$ cat src/rtl/wb_arb_pkg.sv
// Shared types and helpers for the Wishbone multi-master arbiter.
package wb_arb_pkg;

    typedef enum logic [1:0] {
        ST_IDLE    = 2'd0,
        ST_OWN     = 2'd1,
        ST_BACKOFF = 2'd2
    } arb_state_e;

    localparam int DEF_NUM_M   = 4;
    localparam int DEF_AW      = 32;
    localparam int DEF_DW      = 32;
    localparam int DEF_TIMEOUT = 64;

    // Ceiling log2, returns 0 for v <= 1.
    function automatic int clog2(input int v);
        int r;
        r = 0;
        while ((1 << r) < v) r++;
        return r;
    endfunction

endpackage

$ cat src/rtl/rr_pick.sv
// One-hot winner select: rotate requests so ptr+1 sits at bit 0, take the
// lowest set bit, rotate back. Fixed mode uses a zero rotation.
module rr_pick
    import wb_arb_pkg::*;
#(
    parameter int N  = 4,
    parameter int PW = 2
) (
    input  logic [N-1:0]  i_req,
    input  logic [PW-1:0] i_ptr,
    input  logic          i_mode_rr,
    output logic [N-1:0]  o_win
);

    logic [PW:0]    w_sh;
    logic [PW:0]    w_bk;
    logic [N-1:0]   w_rot;
    logic [N-1:0]   w_low;

    // Rotation amounts are in 0..N; rotating back left by s is rotating right by N-s.
    always_comb begin
        w_sh  = i_mode_rr ? ((PW+1)'(i_ptr) + (PW+1)'(1)) : '0;
        w_bk  = (PW+1)'(N) - w_sh;
        w_rot = N'({i_req, i_req} >> w_sh);
        w_low = w_rot & (~w_rot + N'(1));
        o_win = N'({w_low, w_low} >> w_bk);
    end

endmodule

$ cat src/rtl/wb_multi_arbiter.sv
// N-master to 1-slave Wishbone classic arbiter with per-cycle grant lock,
// runtime round-robin / fixed-priority selection and an ack timeout.
module wb_multi_arbiter
    import wb_arb_pkg::*;
#(
    parameter int NUM_M   = DEF_NUM_M,
    parameter int AW      = DEF_AW,
    parameter int DW      = DEF_DW,
    parameter int TIMEOUT = DEF_TIMEOUT
) (
    input  logic                  clk,
    input  logic                  rst_n,
    input  logic                  mode_rr_i,
    input  logic [NUM_M-1:0]      m_cyc_i,
    input  logic [NUM_M-1:0]      m_stb_i,
    input  logic [NUM_M-1:0]      m_we_i,
    input  logic [DW/8*NUM_M-1:0] m_sel_i,
    input  logic [AW*NUM_M-1:0]   m_adr_i,
    input  logic [DW*NUM_M-1:0]   m_dat_i,
    output logic [NUM_M-1:0]      m_ack_o,
    output logic [NUM_M-1:0]      m_err_o,
    output logic [DW-1:0]         m_dat_o,
    output logic                  s_cyc_o,
    output logic                  s_stb_o,
    output logic                  s_we_o,
    output logic [DW/8-1:0]       s_sel_o,
    output logic [AW-1:0]         s_adr_o,
    output logic [DW-1:0]         s_dat_o,
    input  logic                  s_ack_i,
    input  logic [DW-1:0]         s_dat_i,
    output logic [NUM_M-1:0]      grant_o,
    output logic                  busy_o
);

    localparam int SW = DW / 8;
    localparam int PW = (NUM_M > 1) ? clog2(NUM_M) : 1;
    localparam int TW = (TIMEOUT > 0) ? clog2(TIMEOUT + 1) : 1;
    localparam logic [TW-1:0] TMO_SAT  = (TIMEOUT > 0) ? TW'(TIMEOUT) : '1;
    localparam logic [TW-1:0] TMO_LAST = (TIMEOUT > 0) ? TW'(TIMEOUT - 1) : '0;

    arb_state_e       r_state, w_state_nxt;
    logic [NUM_M-1:0] r_grant, w_grant_nxt;
    logic [PW-1:0]    r_rr_ptr, w_ptr_nxt;
    logic [TW-1:0]    r_tmo_cnt, w_tmo_nxt;

    logic [NUM_M-1:0] w_req;
    logic [NUM_M-1:0] w_win;
    logic [PW-1:0]    w_win_idx;
    logic             w_own;
    logic             w_g_cyc, w_g_stb, w_g_we;
    logic [SW-1:0]    w_sel;
    logic [AW-1:0]    w_adr;
    logic [DW-1:0]    w_dat;
    logic             w_ack;
    logic             w_tmo_hit;

    assign w_req = m_cyc_i & m_stb_i;

    rr_pick #(.N(NUM_M), .PW(PW)) u_pick (
        .i_req     (w_req),
        .i_ptr     (r_rr_ptr),
        .i_mode_rr (mode_rr_i),
        .o_win     (w_win)
    );

    // Encode the one-hot winner for the round-robin pointer (OR of set indices).
    always_comb begin
        w_win_idx = '0;
        for (int k = 0; k < NUM_M; k++)
            if (w_win[k]) w_win_idx = w_win_idx | PW'(k);
    end

    // AND-OR mux of the granted master's bus onto the slave side.
    always_comb begin
        w_g_cyc = 1'b0;
        w_g_stb = 1'b0;
        w_g_we  = 1'b0;
        w_sel   = '0;
        w_adr   = '0;
        w_dat   = '0;
        for (int k = 0; k < NUM_M; k++) begin
            w_g_cyc = w_g_cyc | (r_grant[k] & m_cyc_i[k]);
            w_g_stb = w_g_stb | (r_grant[k] & m_stb_i[k]);
            w_g_we  = w_g_we  | (r_grant[k] & m_we_i[k]);
            w_sel   = w_sel | ({SW{r_grant[k]}} & m_sel_i[k*SW +: SW]);
            w_adr   = w_adr | ({AW{r_grant[k]}} & m_adr_i[k*AW +: AW]);
            w_dat   = w_dat | ({DW{r_grant[k]}} & m_dat_i[k*DW +: DW]);
        end
    end

    assign w_own   = (r_state == ST_OWN);
    assign s_cyc_o = w_own & w_g_cyc;
    assign s_stb_o = w_own & w_g_cyc & w_g_stb;
    assign s_we_o  = w_own & w_g_we;
    assign s_sel_o = w_own ? w_sel : '0;
    assign s_adr_o = w_own ? w_adr : '0;
    assign s_dat_o = w_own ? w_dat : '0;
    assign m_dat_o = s_dat_i;

    // Ack beats the timeout when both land on the same cycle.
    assign w_ack     = s_ack_i & s_stb_o;
    assign w_tmo_hit = (TIMEOUT > 0) && s_stb_o && !s_ack_i && (r_tmo_cnt == TMO_LAST);
    assign m_ack_o   = r_grant & {NUM_M{w_ack}};
    assign m_err_o   = r_grant & {NUM_M{w_tmo_hit}};
    assign grant_o   = r_grant;
    assign busy_o    = (r_state != ST_IDLE);

    // Next-state, grant, pointer and timeout counter.
    always_comb begin
        w_state_nxt = r_state;
        w_grant_nxt = r_grant;
        w_ptr_nxt   = r_rr_ptr;
        w_tmo_nxt   = '0;
        case (r_state)
            ST_IDLE: begin
                w_grant_nxt = '0;
                if (|w_req) begin
                    w_grant_nxt = w_win;
                    w_ptr_nxt   = w_win_idx;
                    w_state_nxt = ST_OWN;
                end
            end
            ST_OWN: begin
                if (!w_g_cyc) begin
                    w_grant_nxt = '0;
                    w_state_nxt = ST_IDLE;
                end else if (w_tmo_hit) begin
                    w_state_nxt = ST_BACKOFF;
                end else if (s_stb_o && !s_ack_i) begin
                    w_tmo_nxt = (r_tmo_cnt == TMO_SAT) ? r_tmo_cnt : r_tmo_cnt + TW'(1);
                end
            end
            ST_BACKOFF: begin
                if (!w_g_cyc) begin
                    w_grant_nxt = '0;
                    w_state_nxt = ST_IDLE;
                end
            end
            default: begin
                w_grant_nxt = '0;
                w_state_nxt = ST_IDLE;
            end
        endcase
    end

    // State registers with synchronous reset.
    always_ff @(posedge clk) begin
        if (!rst_n) begin
            r_state   <= ST_IDLE;
            r_grant   <= '0;
            r_rr_ptr  <= PW'(NUM_M - 1);
            r_tmo_cnt <= '0;
        end else begin
            r_state   <= w_state_nxt;
            r_grant   <= w_grant_nxt;
            r_rr_ptr  <= w_ptr_nxt;
            r_tmo_cnt <= w_tmo_nxt;
        end
    end

endmodule

$ cat config.mk
export PLATFORM = sky130hd
export DESIGN_NAME = wb_multi_arbiter
export DESIGN_NICKNAME = d
export VERILOG_FILES = /design/src/rtl/wb_arb_pkg.sv /design/src/rtl/rr_pick.sv /design/src/rtl/wb_multi_arbiter.sv
export SDC_FILE = /design/constraint.sdc
export NUM_CORES = 1
export LEC_CHECK = 0
export ABC_CLOCK_PERIOD_IN_PS = 2800
export CAP_MARGIN = 30
export CORE_AREA = 5 5 167 169
export DETAILED_ROUTE_END_ITERATION = 6
export DIE_AREA = 0 0 172 174
export GPL_TIMING_DRIVEN = 0
export HOLD_SLACK_MARGIN = 0.08
export PLACE_DENSITY = 0.52
export SYNTH_ARGS = -nofsm -noshare
export SYNTH_HDL_FRONTEND = slang
export SYNTH_SLANG_ARGS = --single-unit
export TNS_END_PERCENT = 30
$ cat constraint.sdc
create_clock -name clk -period 2.8 [get_ports clk]
set_input_delay 0.28 -clock clk [delete_from_list [all_inputs] [get_ports clk]]
set_output_delay 0.28 -clock clk [all_outputs]
set_load 0.005 [all_outputs]
==> run metrics, run 1 <==
Post-Syn Instances 441; via count 5,258; global-route wire length before repair 34,410 µm; Slew HR 61.00%; RSZ-0062 raised after global routing no; Synth area leaders a22oi_1 32%, a21boi_0 16%, dfxtp_1 9.1%; CTS tree done; post-layout util 29.90%; Hold Crit Class input pin to flop; fin nets 1,174; main flop type after synthesis dfxtp_1; total core area 0.02643 mm²; vias per cell 4.430; Slew @ Worst Pin 0.5849 ns; crit path DAT 2.40 ns; Fin. Hold Viols 0; vias in the first global route 5,499; initial antenna violation count 1; Post-DRT Antenna Nets 0; total gr overflow 0; Sink Count 15; grt met1 use 19.60%; register area 301.5 µm²; Clk Latency, worst-skew pair 0.25 ns; Max Clock Skew 0.0009612 ns; Setup Crit Path Kind flop to output pin; required time of the critical path 2.52 ns; GRT Max-Usage Layer met2; pin count of the biggest net entering global routing 11; most common cell in the synthesized netlist a22oi_1; Seq/Total Area, Yosys 9.101%; fmax 373.7 MHz; number of flops mapped to enable cells by yosys 0; Ports 436; met3 usage 2.957%; hpwl dp 20,800 µm; Die X 172 µm; H-tree lvl count 1; Yosys warnings 0; cts hold-fix bufs 0; # Max-Cap Violations 0; Async SR Flop Fraction 0%; die area 0.02993 mm²; synth cell count leaders 139 x a22oi_1, 70 x a21boi_0, 33 x buf_4, 31 x clkbuf_1, 15 x dfxtp_1; number of I/O port buffers 402; DR DRC count 0; Leakage 2.560 nW; growth of design area from synthesis to finish 139.4%; total power 1.846 mW; pwr dens 233.7 mW/mm²; Worst Path Max Fanout 10; GR Util All Layers 14.86%; WP buf/inv 3; Final Critical Period 2.676 ns; CP peak stage delay 0.55 ns; Worst setup EP type output pin; area share of the largest cell type after synthesis 31.63%; Final period util 95.56%; outcome finished, final reports clean; max-slew violations 0; Setup Fix Bufs, Post-CTS 0; WL/cell 20.96 µm; first drt pass iteration count 4; Final GP Congestion 0.8867; syn nets 768; Filler cells 2,857; synthesized area 0.003299 mm²; die height 174 µm; clock root buffer clkbuf_16; buffer levels on the longest clock path 2; routed wire length 24,880 µm; register bit count reported by yosys 15; cell taking the most area after synthesis a22oi_1; library cells used by synthesis 63; Num CTS Buffers 3; worst vdd rail ir drop 0.1634 mV; Startpoint Class flop; share of cells above drive strength 1 10.87%; Syn Area/Cell 7.482 µm²; setup violators final 0; DRT iter0 DRCs 241; Worst path top cell family by delay buffers and inverters; Starting Density 12.49%; number of diodes 0; crit path max-delay cell type clkdlybuf4s50_1; crit-path cells buf_2, clkbuf_1, a22oi_1, a21boi_0, clkdlybuf4s50_1; met2 usage 25.08%; Multi-input gate area 0.002545 mm²; Site Rows 60; clk slew on worst S/H paths 0.05 ns
==> area by class of cell <==
cell class / count / share of cell area [%]
Inverter: 12 / 0.6652
Tap cell: 341 / 5.401
Multi-Input combinational cell: 338 / 32.21
Sequential cell: 15 / 3.817
Clock buffer: 4 / 0.9978
Buffer: 75 / 5.971
Timing Repair Buffer: 402 / 50.93
==> worst reg2reg max path: cells and delay by family (launching register included) <==
kind,cells,cell delay (ns)
and+or+nand+nor,3,0.78
adders and majority gates,2,0.72
DFF,1,0.36
buffers and inverters,3,0.31
AOI/OAI and AO/OA,2,0.29
==> report_power, final <==
group / internal [mW] / total [mW] / switching, mW / leakage (nW)
clock network: 0.193 / 0.281 / 0.0880 / 0.0382
logic: 0.785 / 1.32 / 0.540 / 2.40
registers: 0.227 / 0.241 / 0.0141 / 0.122
total: 1.20 / 1.85 / 0.642 / 2.56
==> cell usage in the layout, fill, tap and decap left out, drive strengths merged, types with 2 or more instances in the layout <==
cell             n
o211ai           2
xnor2            4
xor2             3
a21oi            5
a31oi            2
nand3           10
ha               7
o2111ai          3
nor3             2
or2              4
a22o             4
a22oi          139
mux2i            3
and3             6
nand2b           3
a21boi          71
or3              4
and2             8
nand4            2
inv             12
clkdlybuf4s50  402
nand2            9
nor2            13
clkbuf          37
a32o             2
mux2             2
dfxtp           15
o21ai            7
o21a             2
buf             42
a2bb2oi          2
==> path summary, 6_finish.rpt <==
| path | slack [ns] | end | from | cells past startpoint |
|---|---|---|---|---|
| worst max-delay path | 0.12 | s_sel_o[3] | grant_o[2]$_SDFFE_PN0P_ | 5 |
| worst min-delay path | 0.37 | r_state[0]$_SDFFE_PN0P_ | rst_n | 2 |
| worst max register to register | 0.26 | grant_o[2]$_SDFFE_PN0P_ | r_rr_ptr[0]$_SDFFE_PN1P_ | 10 |
| worst min register to register | 0.50 | r_rr_ptr[1]$_SDFFE_PN1P_ | r_rr_ptr[1]$_SDFFE_PN1P_ | 2 |
==> metal layers <==
metal | wire (µm) | up-vias | part of all wire [%]
li1 | - | 2528 | -
met1 | 10760 | 2455 | 43
met2 | 11550 | 249 | 46
met3 | 2031 | 24 | 8.2
met4 | 519 | 2 | 2.1
met5 | 20 | - | 0.080
==> stage by stage <==
| stage | TNS [ns] | hold WS [ns] | cell area [µm²] | worst slack, ns | std cells |
|---|---|---|---|---|---|
| after detailed placement | -7.751 | 0.4910 | 7750 | -0.7414 | 1184 |
| after global routing | 0 | 0.3697 | 7900 | 0.003290 | 1187 |
| after global placement | -7.095 | 0.4859 | 7750 | -0.6146 | 1184 |
| after floorplan | 0 | 0.4632 | 3299 | 0.4103 | 441 |
| after CTS | 0 | 0.3622 | 7869 | 0.003132 | 1187 |
| final | 0 | 0.3694 | 7900 | 0.1243 | 1187 |
==> state kept, by name, summed over array words and instances, names as in the netlist <==
signal     flops
r_tmo_cnt      7
grant_o        4
r_rr_ptr       2
r_state        2
==> cells by family (layout without fill, tap and decap cells) <==
family	after synthesis	in the layout	share of synthesized area [%]
buffers and inverters	88	493	14.87
and+or+nand+nor	69	69	11.83
xor gates and xnor gates	7	7	1.858
AOI/OAI and AO/OA	249	249	57.30
DFF	15	15	9.101
muxes	6	6	2.389
adders and majority gates	7	7	2.654
==> repair_timing <==
action                                  in CTS  in global routing
pin swaps                                    0                  1
endpoints found under the setup margin      81                 43
resized for setup                           20                 24
(Power assumes the default switching activity.)
==> run 2, diff against run 1 <==
- SLEW_MARGIN: default -> 20
==> results of run 2 <==
The final DEF is identical to that of run 1; final timing and power are the same.
==> run 3, diff against run 2 <==
- GPL_TIMING_DRIVEN: 0 -> default
==> run 3 against run 2 <==
Clock power about the same. Worst setup slack gained 0.0052 ns. Register-to-register slack better by 0.21 ns. Largest power group unchanged. Sequential share of layout area rose by 0.40 points. Clock skew hardly changed. Maximum frequency is 0.19% higher. Flip-flop and latch count is the same. Largest cell class unchanged. Non-clock buffer count fell by 88. Power down 7.3%.
==> run metrics, run 3 (synthesis results as in run 1) <==
outcome finished, final reports clean; Hold Crit Class flop to flop; most frequent cells in the layout 371 x clkdlybuf4s50_1, 139 x a22oi_1, 69 x a21boi_0; Num CTS Buffers 3 (unchanged); initial antenna violation count 1 (unchanged); fin nets 1,086 (-7.5%); clock root buffer clkbuf_16; Sink Count 15 (unchanged); # Max-Cap Violations 0 (unchanged); Setup TNS 0 ns (unchanged); DRT iter0 DRCs 372 (+54%); worst vdd rail ir drop 0.1577 mV (-3.5%); Worst path top cell family by delay buffers and inverters; setup violators final 0 (unchanged); cell mode on critical path clkdlybuf4s50_1; Leakage 2.224 nW (-13%); Startpoint Class input pin; Max Clock Skew 0.0009841 ns (+0.00002284 ns); buffer levels on the longest clock path 2 (unchanged); H-tree lvl count 1 (unchanged); Final Critical Period 2.670 ns (-0.005191 ns); Ports 436 (unchanged); Die X 172 µm (unchanged); crit path DAT 2.39 ns (about the same); WP buf/inv 3 (unchanged); Clk Latency, worst-skew pair 0.24 ns (about the same); Fin. Hold Viols 0 (unchanged); Slew @ Worst Pin 0.5242 ns (-0.06076 ns); share of cells above drive strength 1 6.596% (-4.3 points); Final GP Congestion 0.8746 (-1.4%); fmax 374.5 MHz (+0.19%); max FFs per register 7 (unchanged); vias per cell 4.531 (+2.3%); WL/cell 20.10 µm (-4.1%); growth of design area from synthesis to finish 119.5%; Worst setup EP type output pin; hpwl dp 17,780 µm (-15%); GR Util All Layers 13.07% (-1.8 points); DR DRC count 0 (unchanged); global-route wire length before repair 30,930 µm (-10%); CP peak stage delay 0.51 ns (-0.04 ns); Setup Fix Bufs, Post-CTS 0 (unchanged); post-layout util 27.41% (-2.5 points); Post-DRT Antenna Nets 0 (unchanged); RSZ-0062 raised after global routing no; pin count of the biggest net entering global routing 73 (+62); die height 174 µm (unchanged); required time of the critical path 2.52 ns (about the same); die area 0.02993 mm² (unchanged); pwr dens 236.4 mW/mm² (+1.2%); CTS tree done; first drt pass iteration count 5 (+1); number of diodes 0 (unchanged); crit-path cells clkdlybuf4s50_1, a22o_1, o221ai_1, nor4_2, buf_4, and2_1, clkdlybuf4s50_1; clk slew on worst S/H paths 0.05 ns (about the same); Site Rows 60 (unchanged); most common cell after layout, fill and taps aside clkdlybuf4s50_1; cts hold-fix bufs 0 (unchanged); max-slew violations 0 (unchanged); CTS resizes 0 (-100%); Final period util 95.37% (-0.19 points); total gr overflow 0 (unchanged); routed wire length 22,090 µm (-11%); Setup Crit Path Kind input pin to output pin; crit path max-delay cell type clkdlybuf4s50_1; Starting Density 12.49% (unchanged); via count 4,980 (-5.3%); Slew HR 65.06% (+4.1 points); total core area 0.02643 mm² (unchanged); Worst Path Max Fanout 4 (-6); number of I/O port buffers 371 (-7.7%); Biggest register r_tmo_cnt; vias in the first global route 5,010 (-8.9%)
## run 3: changes by cell type in the layout (fill, tap and decap cells not counted), moves of 3 or more
cell and delta:
clkdlybuf4s50_1 -31, buf_4 -16, clkbuf_2 -16, clkbuf_1 -12
buf_2 -5, clkbuf_4 -4, dfxtp_1 -3, dfxtp_2 +3
## run 3: worst register-to-register path: stages (launching register included)
cell and delay [ns]:
dfxtp_1 0.31, ha_1 0.35, and2_1 0.20, inv_4 0.12
ha_1 0.21, and3_2 0.18, o21ai_0 0.09, or3_1 0.33
or2_2 0.30, a31oi_1 0.17
## run 3: layout make-up
cell class / instances / area, µm²
fillers: 2832 / 19180
repair buffers: 389 / 3861
multi-input cells: 338 / 2517
well taps: 341 / 426.7
flip-flops and latches: 15 / 305.3
clock buffers: 4 / 78.83
inverters: 12 / 52.55
## run 3: per-layer routing
metal	up-vias	wire, µm	track usage, %
met2	257	10250	22.07
met1	2357	9400	17.45
li1	2352	-	-
met3	12	2282	3.343
met4	2	147	1.081
met5	-	8	0
## run 3: path summary, 6_finish.rpt
| path | start | endpoint | slack (ns) | depth (start not counted) |
|---|---|---|---|---|
| setup reg to reg | r_rr_ptr[0]$_SDFFE_PN1P_ | grant_o[2]$_SDFFE_PN0P_ | 0.47 | 9 |
| hold / removal | r_tmo_cnt[5]$_SDFFE_PP0P_ | r_tmo_cnt[5]$_SDFFE_PP0P_ | 0.54 | 2 |
| hold reg to reg | r_tmo_cnt[5]$_SDFFE_PP0P_ | r_tmo_cnt[5]$_SDFFE_PP0P_ | 0.54 | 2 |
| setup / recovery | m_cyc_i[0] | m_err_o[0] | 0.13 | 7 |
## run 3: where the power goes
group	switching, mW	internal (mW)
registers	0.0123	0.227
logic	0.488	0.705
clock network	0.0869	0.193
## run 3: per-stage QoR
| step | hold slack, ns | cell area (µm²) | cells | power [mW] | worst slack (ns) |
|---|---|---|---|---|---|
| 4_1_cts | 0.5394 | 7236 | 1099 | 1.724 | 0.002989 |
| 6_report | 0.5378 | 7242 | 1099 | 1.712 | 0.1295 |
| 3_3_place_gp | 0.5267 | 7157 | 1095 | 1.441 | 0.1252 |
| 5_1_grt | 0.5600 | 7242 | 1099 | 1.816 | 0.02785 |
| 3_5_place_dp | 0.5216 | 7157 | 1095 | 1.436 | 0.1257 |
| 2_1_floorplan | 0.4632 | 3299 | 441 | 0.7663 | 0.4103 |
